`src/rtl/mem_arbiter_if.sv`:
```
// Bus bundle between the fetch/MEM requesters, the RAM arbiter and the single-port RAM.
// The slave modport is the arbiter's view; master is the surrounding CPU + RAM environment.
interface mem_arbiter_if #(
   parameter int unsigned RAM_AW = 17
) ();
   logic              if_req;
   logic [31:0]       if_addr;
   logic              if_done;
   logic [31:0]       if_rdata;

   logic              mem_req;
   logic              mem_we;
   logic [31:0]       mem_addr;
   logic [31:0]       mem_wdata;
   logic [3:0]        mem_sel;
   logic              mem_done;
   logic [31:0]       mem_rdata;

   logic              ram_ce;
   logic              ram_we;
   logic [RAM_AW-1:0] ram_addr;
   logic [31:0]       ram_wdata;
   logic [3:0]        ram_sel;
   logic [31:0]       ram_rdata;

   modport slave (
      input  if_req, if_addr, mem_req, mem_we, mem_addr, mem_wdata, mem_sel, ram_rdata,
      output if_done, if_rdata, mem_done, mem_rdata,
             ram_ce, ram_we, ram_addr, ram_wdata, ram_sel
   );

   modport master (
      output if_req, if_addr, mem_req, mem_we, mem_addr, mem_wdata, mem_sel, ram_rdata,
      input  if_done, if_rdata, mem_done, mem_rdata,
             ram_ce, ram_we, ram_addr, ram_wdata, ram_sel
   );
endinterface

```
`src/rtl/mem_arbiter.sv`:
```
// Two-requester arbiter for the single-port I/D RAM: fixed data priority, fixed-latency
// command/wait/done sequencing and little-endian <-> big-endian word byte reversal.
module mem_arbiter #(
   parameter int unsigned RAM_AW  = 17,
   parameter int unsigned MEM_LAT = 2
) (
   input  logic          clk,
   input  logic          rst,
   mem_arbiter_if.slave  bus
);
   localparam int unsigned CNT_W = 4;

   typedef enum logic [1:0] {
      ST_IDLE = 2'd0,
      ST_CMD  = 2'd1,
      ST_WAIT = 2'd2,
      ST_DONE = 2'd3
   } state_e;

   state_e            state_q;
   logic [CNT_W-1:0]  cnt_q;
   logic              gnt_data_q;

   logic              if_done_q;
   logic [31:0]       if_rdata_q;
   logic              mem_done_q;
   logic [31:0]       mem_rdata_q;
   logic              ram_ce_q;
   logic              ram_we_q;
   logic [RAM_AW-1:0] ram_addr_q;
   logic [31:0]       ram_wdata_q;
   logic [3:0]        ram_sel_q;

   logic [31:0]       rdata_swap;
   logic              unused_addr_bits;

   function automatic logic [31:0] bswap32(input logic [31:0] w);
      return {w[7:0], w[15:8], w[23:16], w[31:24]};
   endfunction

   function automatic logic [3:0] rev4(input logic [3:0] s);
      return {s[0], s[1], s[2], s[3]};
   endfunction

   assign rdata_swap = bswap32(bus.ram_rdata);

   // Byte-offset and above-RAM address bits carry no meaning here.
   assign unused_addr_bits = ^{bus.if_addr[31:RAM_AW+2],  bus.if_addr[1:0],
                               bus.mem_addr[31:RAM_AW+2], bus.mem_addr[1:0]};

   always_ff @(posedge clk) begin
      if (rst) begin
         state_q     <= ST_IDLE;
         cnt_q       <= '0;
         gnt_data_q  <= 1'b0;
         if_done_q   <= 1'b0;
         if_rdata_q  <= '0;
         mem_done_q  <= 1'b0;
         mem_rdata_q <= '0;
         ram_ce_q    <= 1'b0;
         ram_we_q    <= 1'b0;
         ram_addr_q  <= '0;
         ram_wdata_q <= '0;
         ram_sel_q   <= '0;
      end else begin
         ram_ce_q   <= 1'b0;
         if_done_q  <= 1'b0;
         mem_done_q <= 1'b0;
         case (state_q)
            ST_IDLE: begin
               // Grant is latched here and held for the whole access.
               if (bus.mem_req) begin
                  gnt_data_q  <= 1'b1;
                  ram_ce_q    <= 1'b1;
                  ram_we_q    <= bus.mem_we;
                  ram_addr_q  <= bus.mem_addr[RAM_AW+1:2];
                  ram_wdata_q <= bswap32(bus.mem_wdata);
                  ram_sel_q   <= rev4(bus.mem_sel);
                  state_q     <= ST_CMD;
               end else if (bus.if_req) begin
                  gnt_data_q  <= 1'b0;
                  ram_ce_q    <= 1'b1;
                  ram_we_q    <= 1'b0;
                  ram_addr_q  <= bus.if_addr[RAM_AW+1:2];
                  ram_sel_q   <= 4'hF;
                  state_q     <= ST_CMD;
               end
            end
            ST_CMD: begin
               cnt_q   <= CNT_W'(MEM_LAT - 1);
               state_q <= ST_WAIT;
            end
            ST_WAIT: begin
               // cnt_q reaches zero exactly in the cycle ram_rdata is valid.
               if (cnt_q == '0) begin
                  if (gnt_data_q) begin
                     if (!ram_we_q) begin
                        mem_rdata_q <= rdata_swap;
                     end
                     mem_done_q <= 1'b1;
                  end else begin
                     if_rdata_q <= rdata_swap;
                     if_done_q  <= 1'b1;
                  end
                  state_q <= ST_DONE;
               end else begin
                  cnt_q <= cnt_q - CNT_W'(1);
               end
            end
            ST_DONE: begin
               state_q <= ST_IDLE;
            end
            default: begin
               state_q <= ST_IDLE;
            end
         endcase
      end
   end

   assign bus.if_done   = if_done_q;
   assign bus.if_rdata  = if_rdata_q;
   assign bus.mem_done  = mem_done_q;
   assign bus.mem_rdata = mem_rdata_q;
   assign bus.ram_ce    = ram_ce_q;
   assign bus.ram_we    = ram_we_q;
   assign bus.ram_addr  = ram_addr_q;
   assign bus.ram_wdata = ram_wdata_q;
   assign bus.ram_sel   = ram_sel_q;
endmodule

```
`src/flat_wrapper.sv`:
```
// flat-port wrapper written by rule: the top's interface ports become plain ports
module mem_arbiter_flat 
#(
   parameter int unsigned RAM_AW  = 17,
   parameter int unsigned MEM_LAT = 2
)
  (clk, rst, bus_if_req, bus_if_addr, bus_mem_req, bus_mem_we, bus_mem_addr, bus_mem_wdata, bus_mem_sel, bus_ram_rdata, bus_if_done, bus_if_rdata, bus_mem_done, bus_mem_rdata, bus_ram_ce, bus_ram_we, bus_ram_addr, bus_ram_wdata, bus_ram_sel);
  mem_arbiter_if #(.RAM_AW(RAM_AW)) bus_i ();
  input  logic clk;
  input  logic rst;
  input wire logic [$bits(bus_i.if_req)-1:0] bus_if_req;
  input wire logic [$bits(bus_i.if_addr)-1:0] bus_if_addr;
  input wire logic [$bits(bus_i.mem_req)-1:0] bus_mem_req;
  input wire logic [$bits(bus_i.mem_we)-1:0] bus_mem_we;
  input wire logic [$bits(bus_i.mem_addr)-1:0] bus_mem_addr;
  input wire logic [$bits(bus_i.mem_wdata)-1:0] bus_mem_wdata;
  input wire logic [$bits(bus_i.mem_sel)-1:0] bus_mem_sel;
  input wire logic [$bits(bus_i.ram_rdata)-1:0] bus_ram_rdata;
  output wire logic [$bits(bus_i.if_done)-1:0] bus_if_done;
  output wire logic [$bits(bus_i.if_rdata)-1:0] bus_if_rdata;
  output wire logic [$bits(bus_i.mem_done)-1:0] bus_mem_done;
  output wire logic [$bits(bus_i.mem_rdata)-1:0] bus_mem_rdata;
  output wire logic [$bits(bus_i.ram_ce)-1:0] bus_ram_ce;
  output wire logic [$bits(bus_i.ram_we)-1:0] bus_ram_we;
  output wire logic [$bits(bus_i.ram_addr)-1:0] bus_ram_addr;
  output wire logic [$bits(bus_i.ram_wdata)-1:0] bus_ram_wdata;
  output wire logic [$bits(bus_i.ram_sel)-1:0] bus_ram_sel;
  assign bus_i.if_req = bus_if_req;
  assign bus_i.if_addr = bus_if_addr;
  assign bus_i.mem_req = bus_mem_req;
  assign bus_i.mem_we = bus_mem_we;
  assign bus_i.mem_addr = bus_mem_addr;
  assign bus_i.mem_wdata = bus_mem_wdata;
  assign bus_i.mem_sel = bus_mem_sel;
  assign bus_i.ram_rdata = bus_ram_rdata;
  assign bus_if_done = bus_i.if_done;
  assign bus_if_rdata = bus_i.if_rdata;
  assign bus_mem_done = bus_i.mem_done;
  assign bus_mem_rdata = bus_i.mem_rdata;
  assign bus_ram_ce = bus_i.ram_ce;
  assign bus_ram_we = bus_i.ram_we;
  assign bus_ram_addr = bus_i.ram_addr;
  assign bus_ram_wdata = bus_i.ram_wdata;
  assign bus_ram_sel = bus_i.ram_sel;
  mem_arbiter #(.RAM_AW(RAM_AW), .MEM_LAT(MEM_LAT)) u_core (.clk(clk), .rst(rst), .bus(bus_i));
endmodule
```
`config.mk`:
```
export PLATFORM = sky130hd
export DESIGN_NAME = mem_arbiter_flat
export DESIGN_NICKNAME = d
export VERILOG_FILES = /design/src/rtl/mem_arbiter_if.sv /design/src/rtl/mem_arbiter.sv /design/src/flat_wrapper.sv
export SDC_FILE = /design/constraint.sdc
export NUM_CORES = 1
export LEC_CHECK = 0
export ABC_AREA = 0
export CAP_MARGIN = 20
export CORE_MARGIN = 2
export CORE_UTILIZATION = 25
export CTS_BUF_LIST = sky130_fd_sc_hd__clkbuf_4 sky130_fd_sc_hd__clkbuf_8 sky130_fd_sc_hd__clkbuf_16
export CTS_CLUSTER_DIAMETER = 80
export DETAILED_ROUTE_END_ITERATION = 6
export PLACE_DENSITY = 0.56
export SLEW_MARGIN = 20
export SYNTH_ARGS = -nofsm -noshare
export SYNTH_HDL_FRONTEND = slang
export SYNTH_SLANG_ARGS = --single-unit
```
`constraint.sdc`:
```
create_clock -name clk -period 2.25 [get_ports clk]
set_clock_uncertainty 0.2 [all_clocks]
set_input_delay 0.675 -clock clk [delete_from_list [all_inputs] [get_ports clk]]
set_output_delay 0.675 -clock clk [all_outputs]
set_load 0.02 [all_outputs]
```
==> flow_metrics.env, run 1 <==
export IMPL_outcome="finished clean"
export IMPL_worst_hold_path_endpoint="u_core.bus.ram_wdata[14]"
export IMPL_insertion_delay_ns=0.41
export IMPL_hp_class="reg2reg"
export IMPL_drtIter0Drc=229
export IMPL_reg2reg_to="u_core.bus.if_rdata[23]"
export IMPL_avgSynthCellArea_um2=8.478
export IMPL_r2r_start="u_core.state_q[0]"
export IMPL_synth_area_mm2=0.004951
export IMPL_drc=0
export IMPL_ctsRootBufferMaster="clkbuf_16"
export IMPL_wl_um=15960
export IMPL_synth_seq_cells=128
export IMPL_critPathBufInv=1
export IMPL_ys_types=30
export IMPL_cts_tree="built"
export IMPL_fin_crit_ns=2.197
export IMPL_end_kind="output port"
export IMPL_coreArea_mm2=0.01946
export IMPL_worst_pin_slew_ns=0.4156
export IMPL_holdBufCountCts=0
export IMPL_hold_violations=0
export IMPL_cp_arrival_ns=1.32
export IMPL_holdPathStages=2
export IMPL_crit_path_start_kind="flip-flop"
export IMPL_place_congestion=0.7081
export IMPL_drive_gt1_share_pct=6.476
export IMPL_antenna_left=0
export IMPL_num_io_pins=258
export IMPL_die_height_um=144.7
export IMPL_rsz0062_at_grt="false"
export IMPL_peakVddDrop_uv=569.3
export IMPL_num_vias=4856
export IMPL_track_usage_pct=15.29
export IMPL_seq_area_frac_synth_pct=51.76
export IMPL_antenna_found_initial=0
export IMPL_finalCritPeriodShare_pct=97.65
export IMPL_synth_nets=726
export IMPL_grt_pass1_wl_um=24780
export IMPL_die_x_um=144.7
export IMPL_stdcell_area_mm2=0.008133
export IMPL_report_final_slew_viol_count=0
export IMPL_critPathRequiredTime_ns=1.37
export IMPL_die_area_mm2=0.02095
export IMPL_p_per_area_mw_per_mm2=1044
export IMPL_cts_buffers=17
export IMPL_cts_path_max_buffers=2
export IMPL_vias_per_cell=4.547
export IMPL_htree_num_levels=4
export IMPL_synth_yosys_warnings=0
export IMPL_synth_flop_cell="dfxtp_1"
export IMPL_rr_worst_depth=6
export IMPL_slowest_stage="clkdlybuf4s50_1"
export IMPL_clk_pin_slew_worst_paths_ns=0.06
export IMPL_finalSetupViolations=0
export IMPL_crit_fanout=1
export IMPL_place_area_mm2=0.007502
export IMPL_maxCapViolations=0
export IMPL_areaGrowthSynthToFinish_pct=64.27
export IMPL_worstHoldStart="u_core.bus.ram_wdata[14]"
export IMPL_start_util_pct=25.44
export IMPL_grt_max_degree=67
export IMPL_cp_cell_sequence="clkdlybuf4s50_1"
export IMPL_io_buffers=227
export IMPL_first_pass_iters=4
export IMPL_p_leak_nw=3.999
export IMPL_fin_nets=934
export IMPL_wl_per_cell_um=14.95
export IMPL_fmax_mhz=455.2
export IMPL_cts_setup_buffers=0
export IMPL_fp_row_count=51
export IMPL_cts_sink_count=128
export IMPL_critPathLaunch="u_core.bus.mem_done"
export IMPL_cpPeakStageDelay_ns=0.61
export IMPL_reg2reg_slack_ns=0.31
export IMPL_synth_edf_count=0
export IMPL_grt_overflow_total=0
export IMPL_hpwl_um=10170
export IMPL_grt_pass1_vias=4653
export IMPL_antenna_cells=0
export IMPL_path_class="reg2out"
export IMPL_total_power_mw=8.490
export IMPL_async_reset_ff_share_pct=0
export IMPL_relSlewSlack_pct=72.30
export IMPL_syn_inst=584
export IMPL_cp_top_family="buffers and inverters"
[worst max-delay path by stage]
stage	endpoint	slack, ns	depth (start not counted)
floorplan	u_core.bus.ram_wdata[14]	0.58	5
global placement	u_core.bus.ram_addr[6]	-0.008	5
detailed placement	u_core.bus.ram_addr[15]	-0.06	5
CTS	bus_if_rdata[9]	0.0002	1
global route	bus_mem_done	0.003	1
finish	bus_mem_done	0.05	1
[repair_timing]
item | 4_1_cts | 5_1_grt
setup endpoints to repair | 68 | 51
pin swaps | 0 | 0
resized for setup | 68 | 51
[registers in the layout, summed over array words and instances (netlist names)]
name and count:
u_core.bus.ram_sel 4, u_core.cnt_q 4, u_core.bus.ram_ce 1, u_core.bus.if_rdata 32, u_core.bus.if_done 1, u_core.bus.ram_addr 17, u_core.bus.ram_we 1, u_core.bus.ram_wdata 32
u_core.gnt_data_q 1, u_core.bus.mem_done 1, u_core.bus.mem_rdata 32, u_core.state_q 2
[cell usage in the layout (no fill, tap or decap), drive strengths merged, types with 6 or more instances in the layout]
| master | instances |
|---|---|
| clkbuf | 19 |
| o21ai | 69 |
| nand3 | 64 |
| mux2i | 18 |
| nor2 | 29 |
| clkdlybuf4s50 | 107 |
| nor3 | 7 |
| dfxtp | 128 |
| dlymetal6s2s | 51 |
| a211oi | 18 |
| a21oi | 101 |
| dlygate4sd2 | 68 |
| inv | 6 |
| nand2 | 65 |
| buf | 18 |
[metal layers]
layer | vias up | global-route usage [%] | share of wire [%]
met5 | - | 0 | 0
met1 | 2201 | 18.91 | 44
met4 | 0 | 4.446 | 0.95
li1 | 2451 | - | -
met2 | 191 | 24.00 | 45
met3 | 13 | 6.910 | 10
[metrics by stage]
stage                     std cells  hold WS (ns)  setup WS (ns)  util (%)   TNS, ns
after CTS                      1068        0.2522      0.0001592     41.13         0
final                          1068        0.2491        0.05296     41.79         0
after detailed placement       1038        0.2485       -0.05640     38.55   -0.4841
after global routing           1068        0.2686       0.003241     41.79         0
after global placement         1038        0.2417      -0.008006     38.55  -0.04818
after floorplan                 584        0.2680         0.5774         -         0
[logic make-up (layout without fill, tap and decap cells)]
kind of cell,count (synthesis),after routing,share of synthesized area [%]
multiplexers,18,18,3.639
AO/OA/AOI/OAI,192,192,20.57
AND/OR/NAND/NOR,180,180,16.55
flip-flops,128,128,51.76
buffers and inverters,61,280,6.217
adder cells (fa/ha/maj),5,5,1.264
[cells in the mapped netlist, types with 2 or more instances]
library cell | number | area [um^2]
nor2b_1 | 2 | 12.51
a21oi_1 | 101 | 505.5
clkbuf_1 | 29 | 108.9
nand2b_1 | 3 | 18.77
buf_2 | 16 | 80.08
mux2i_1 | 18 | 180.2
buf_6 | 7 | 78.83
a211oi_1 | 18 | 135.1
nand2_1 | 65 | 244.0
clkbuf_2 | 2 | 10.01
or3_1 | 3 | 18.77
nor3b_1 | 2 | 15.01
inv_1 | 6 | 22.52
nand3_1 | 64 | 320.3
dfxtp_1 | 128 | 2562
nor3_1 | 7 | 35.03
o21ai_1 | 4 | 20.02
o21ai_0 | 65 | 325.3
nor2_1 | 29 | 108.9
ha_1 | 5 | 62.56
[final cells by class]
cell class	instances	area (um^2)
clock inverter	11	141.4
inverter	6	22.52
multi-input combinational	395	2088
sequential	128	2562
clock buffer	19	446.7
tap	265	331.6
timing repair buffer	244	2540
fill	1991	11330
[report_power, final]
group	switching (mW)	internal (mW)
sequential	0.179	2.65
clock	1.01	1.76
combinational	1.75	1.13
Power figures use the tool's default switching activity.
==> run 2: changes to the inputs <==
--- a/config.mk
+++ b/config.mk
@@ -8,11 +8,11 @@
 export ABC_AREA = 0
 export CAP_MARGIN = 20
 export CORE_MARGIN = 2
-export CORE_UTILIZATION = 25
+export CORE_UTILIZATION = 40
 export CTS_BUF_LIST = sky130_fd_sc_hd__clkbuf_4 sky130_fd_sc_hd__clkbuf_8 sky130_fd_sc_hd__clkbuf_16
 export CTS_CLUSTER_DIAMETER = 80
 export DETAILED_ROUTE_END_ITERATION = 6
-export PLACE_DENSITY = 0.56
+export PLACE_DENSITY = 0.82
 export SLEW_MARGIN = 20
 export SYNTH_ARGS = -nofsm -noshare
 export SYNTH_HDL_FRONTEND = slang
==> flow_metrics.env, run 2 (synthesis gave the netlist of run 1 again) <==
export IMPL_worst_pin_slew_ns=0.3517
export IMPL_track_usage_pct=22.86
export IMPL_hold_violations=0
export IMPL_n_fill_cell=922
export IMPL_relSlewSlack_pct=76.31
export IMPL_hpwl_um=10370
export IMPL_cts_tree="built"
export IMPL_coreArea_mm2=0.01206
export IMPL_finalSetupViolations=0
export IMPL_crit_fanout=2
export IMPL_grt_pass1_vias=4948
export IMPL_clk_pin_slew_worst_paths_ns=0.05
export IMPL_holdBufCountCts=0
export IMPL_slowest_stage="clkdlybuf4s50_1"
export IMPL_first_pass_iters=5
export IMPL_mostFrequentLayoutCell="dfxtp_1"
export IMPL_insertion_delay_ns=0.42
export IMPL_grt_pass1_wl_um=23600
export IMPL_place_area_mm2=0.007376
export IMPL_drive_gt1_share_pct=6.824
export IMPL_die_height_um=115.3
export IMPL_die_x_um=115.3
export IMPL_fin_crit_ns=2.213
export IMPL_crit_path_start_kind="flip-flop"
export IMPL_antenna_found_initial=0
export IMPL_pre_cts_slack_ns=-0.04418
export IMPL_cts_setup_buffers=0
export IMPL_drc=0
export IMPL_critPathBufInv=1
export IMPL_grt_max_degree=67
export IMPL_grtUsageMet3_pct=9.647
export IMPL_p_leak_nw=4.167
export IMPL_fin_nets=935
export IMPL_cpPeakStageDelay_ns=0.60
export IMPL_layout_common_cells="dfxtp_1, clkdlybuf4s50_1, a21oi_1"
export IMPL_hp_class="reg2reg"
export IMPL_grt_util_met2_pct=38.59
export IMPL_num_io_pins=258
export IMPL_instances_no_fill=974
export IMPL_ctsRootBufferMaster="clkbuf_16"
export IMPL_cts_sink_count=128
export IMPL_wl_per_cell_um=15.71
export IMPL_io_buffers=227
export IMPL_maxCapViolations=0
export IMPL_cp_top_family="buffers and inverters"
export IMPL_fp_row_count=40
export IMPL_place_congestion=0.8238
export IMPL_stdcell_area_mm2=0.008084
export IMPL_cts_path_max_buffers=2
export IMPL_areaGrowthSynthToFinish_pct=63.28
export IMPL_use_met1_pct=25.72
export IMPL_cp_cell_sequence="clkdlybuf4s50_1"
export IMPL_fmax_mhz=451.8
export IMPL_report_final_slew_viol_count=0
export IMPL_wl_um=15300
export IMPL_placed_cells=942
export IMPL_final_util_pct=67.02
export IMPL_outcome="finished clean"
export IMPL_htree_num_levels=4
export IMPL_drtIter0Drc=496
export IMPL_path_class="reg2out"
export IMPL_cts_resized_gates=52
export IMPL_fin_ws_ns=0.03687
export IMPL_antenna_left=0
export IMPL_num_vias=5153
export IMPL_peakVddDrop_uv=701.3
export IMPL_grt_overflow_total=0
export IMPL_start_util_pct=41.05
export IMPL_critPathRequiredTime_ns=1.37
export IMPL_antenna_cells=0
export IMPL_vias_per_cell=5.291
export IMPL_end_kind="output port"
export IMPL_cp_arrival_ns=1.34
export IMPL_p_per_area_mw_per_mm2=1057
export IMPL_die_area_mm2=0.01328
export IMPL_cts_buffers=17
export IMPL_grt_busiest_layer="met2"
export IMPL_finalCritPeriodShare_pct=98.36
run 2: changes by cell type in the layout (fill, tap and decap cells not counted):
cell / before / now
buf_12: 8 / 7
buf_4: 10 / 12
clkbuf_4: 1 / 2
clkbuf_8: 1 / 3
clkdlybuf4s50_1: 107 / 111
clkinvlp_4: 3 / 2
dlygate4sd2_1: 68 / 52
dlymetal6s2s_1: 51 / 63
run 2: worst paths after layout:
check | slack (ns) | startpoint | to | cells past startpoint
worst min-delay path | 0.25 | u_core.bus.ram_wdata[26] | u_core.bus.ram_wdata[26] | 2
worst min register to register | 0.25 | u_core.bus.ram_wdata[26] | u_core.bus.ram_wdata[26] | 2
worst max-delay path | 0.04 | u_core.bus.mem_rdata[10] | bus_mem_rdata[10] | 1
worst max register to register | 0.31 | u_core.cnt_q[1] | u_core.bus.if_rdata[14] | 6
run 2: final cells by class:
class | count | area (um^2) | share of cell area (%)
timing repair buffer | 245 | 2585 | 31.98
sequential | 128 | 2562 | 31.70
multi-input combinational | 395 | 2088 | 25.83
clock buffer | 22 | 481.7 | 5.959
tap | 168 | 210.2 | 2.600
clock inverter | 10 | 133.9 | 1.656
inverter | 6 | 22.52 | 0.2786
run 2: power by group:
part,internal [mW],switching [mW],leakage (nW)
registers,2.66,0.202,1.04
logic,1.15,1.72,2.82
clock network,1.85,0.966,0.303
run 2: routing by layer:
layer,up-vias,routed length [um]
met2,274,7482
met4,0,265
li1,2459,-
met1,2398,5993
met5,-,0
met3,22,1555
run 2: stage by stage:
step	TNS, ns	hold WS (ns)	total power, mW
2_1_floorplan	0	0.2680	4.623
3_3_place_gp	0	0.2421	5.823
3_5_place_dp	-0.1505	0.2475	5.930
4_1_cts	0	0.2546	8.627
5_1_grt	-0.0008860	0.2699	8.992
6_report	0	0.2481	8.547
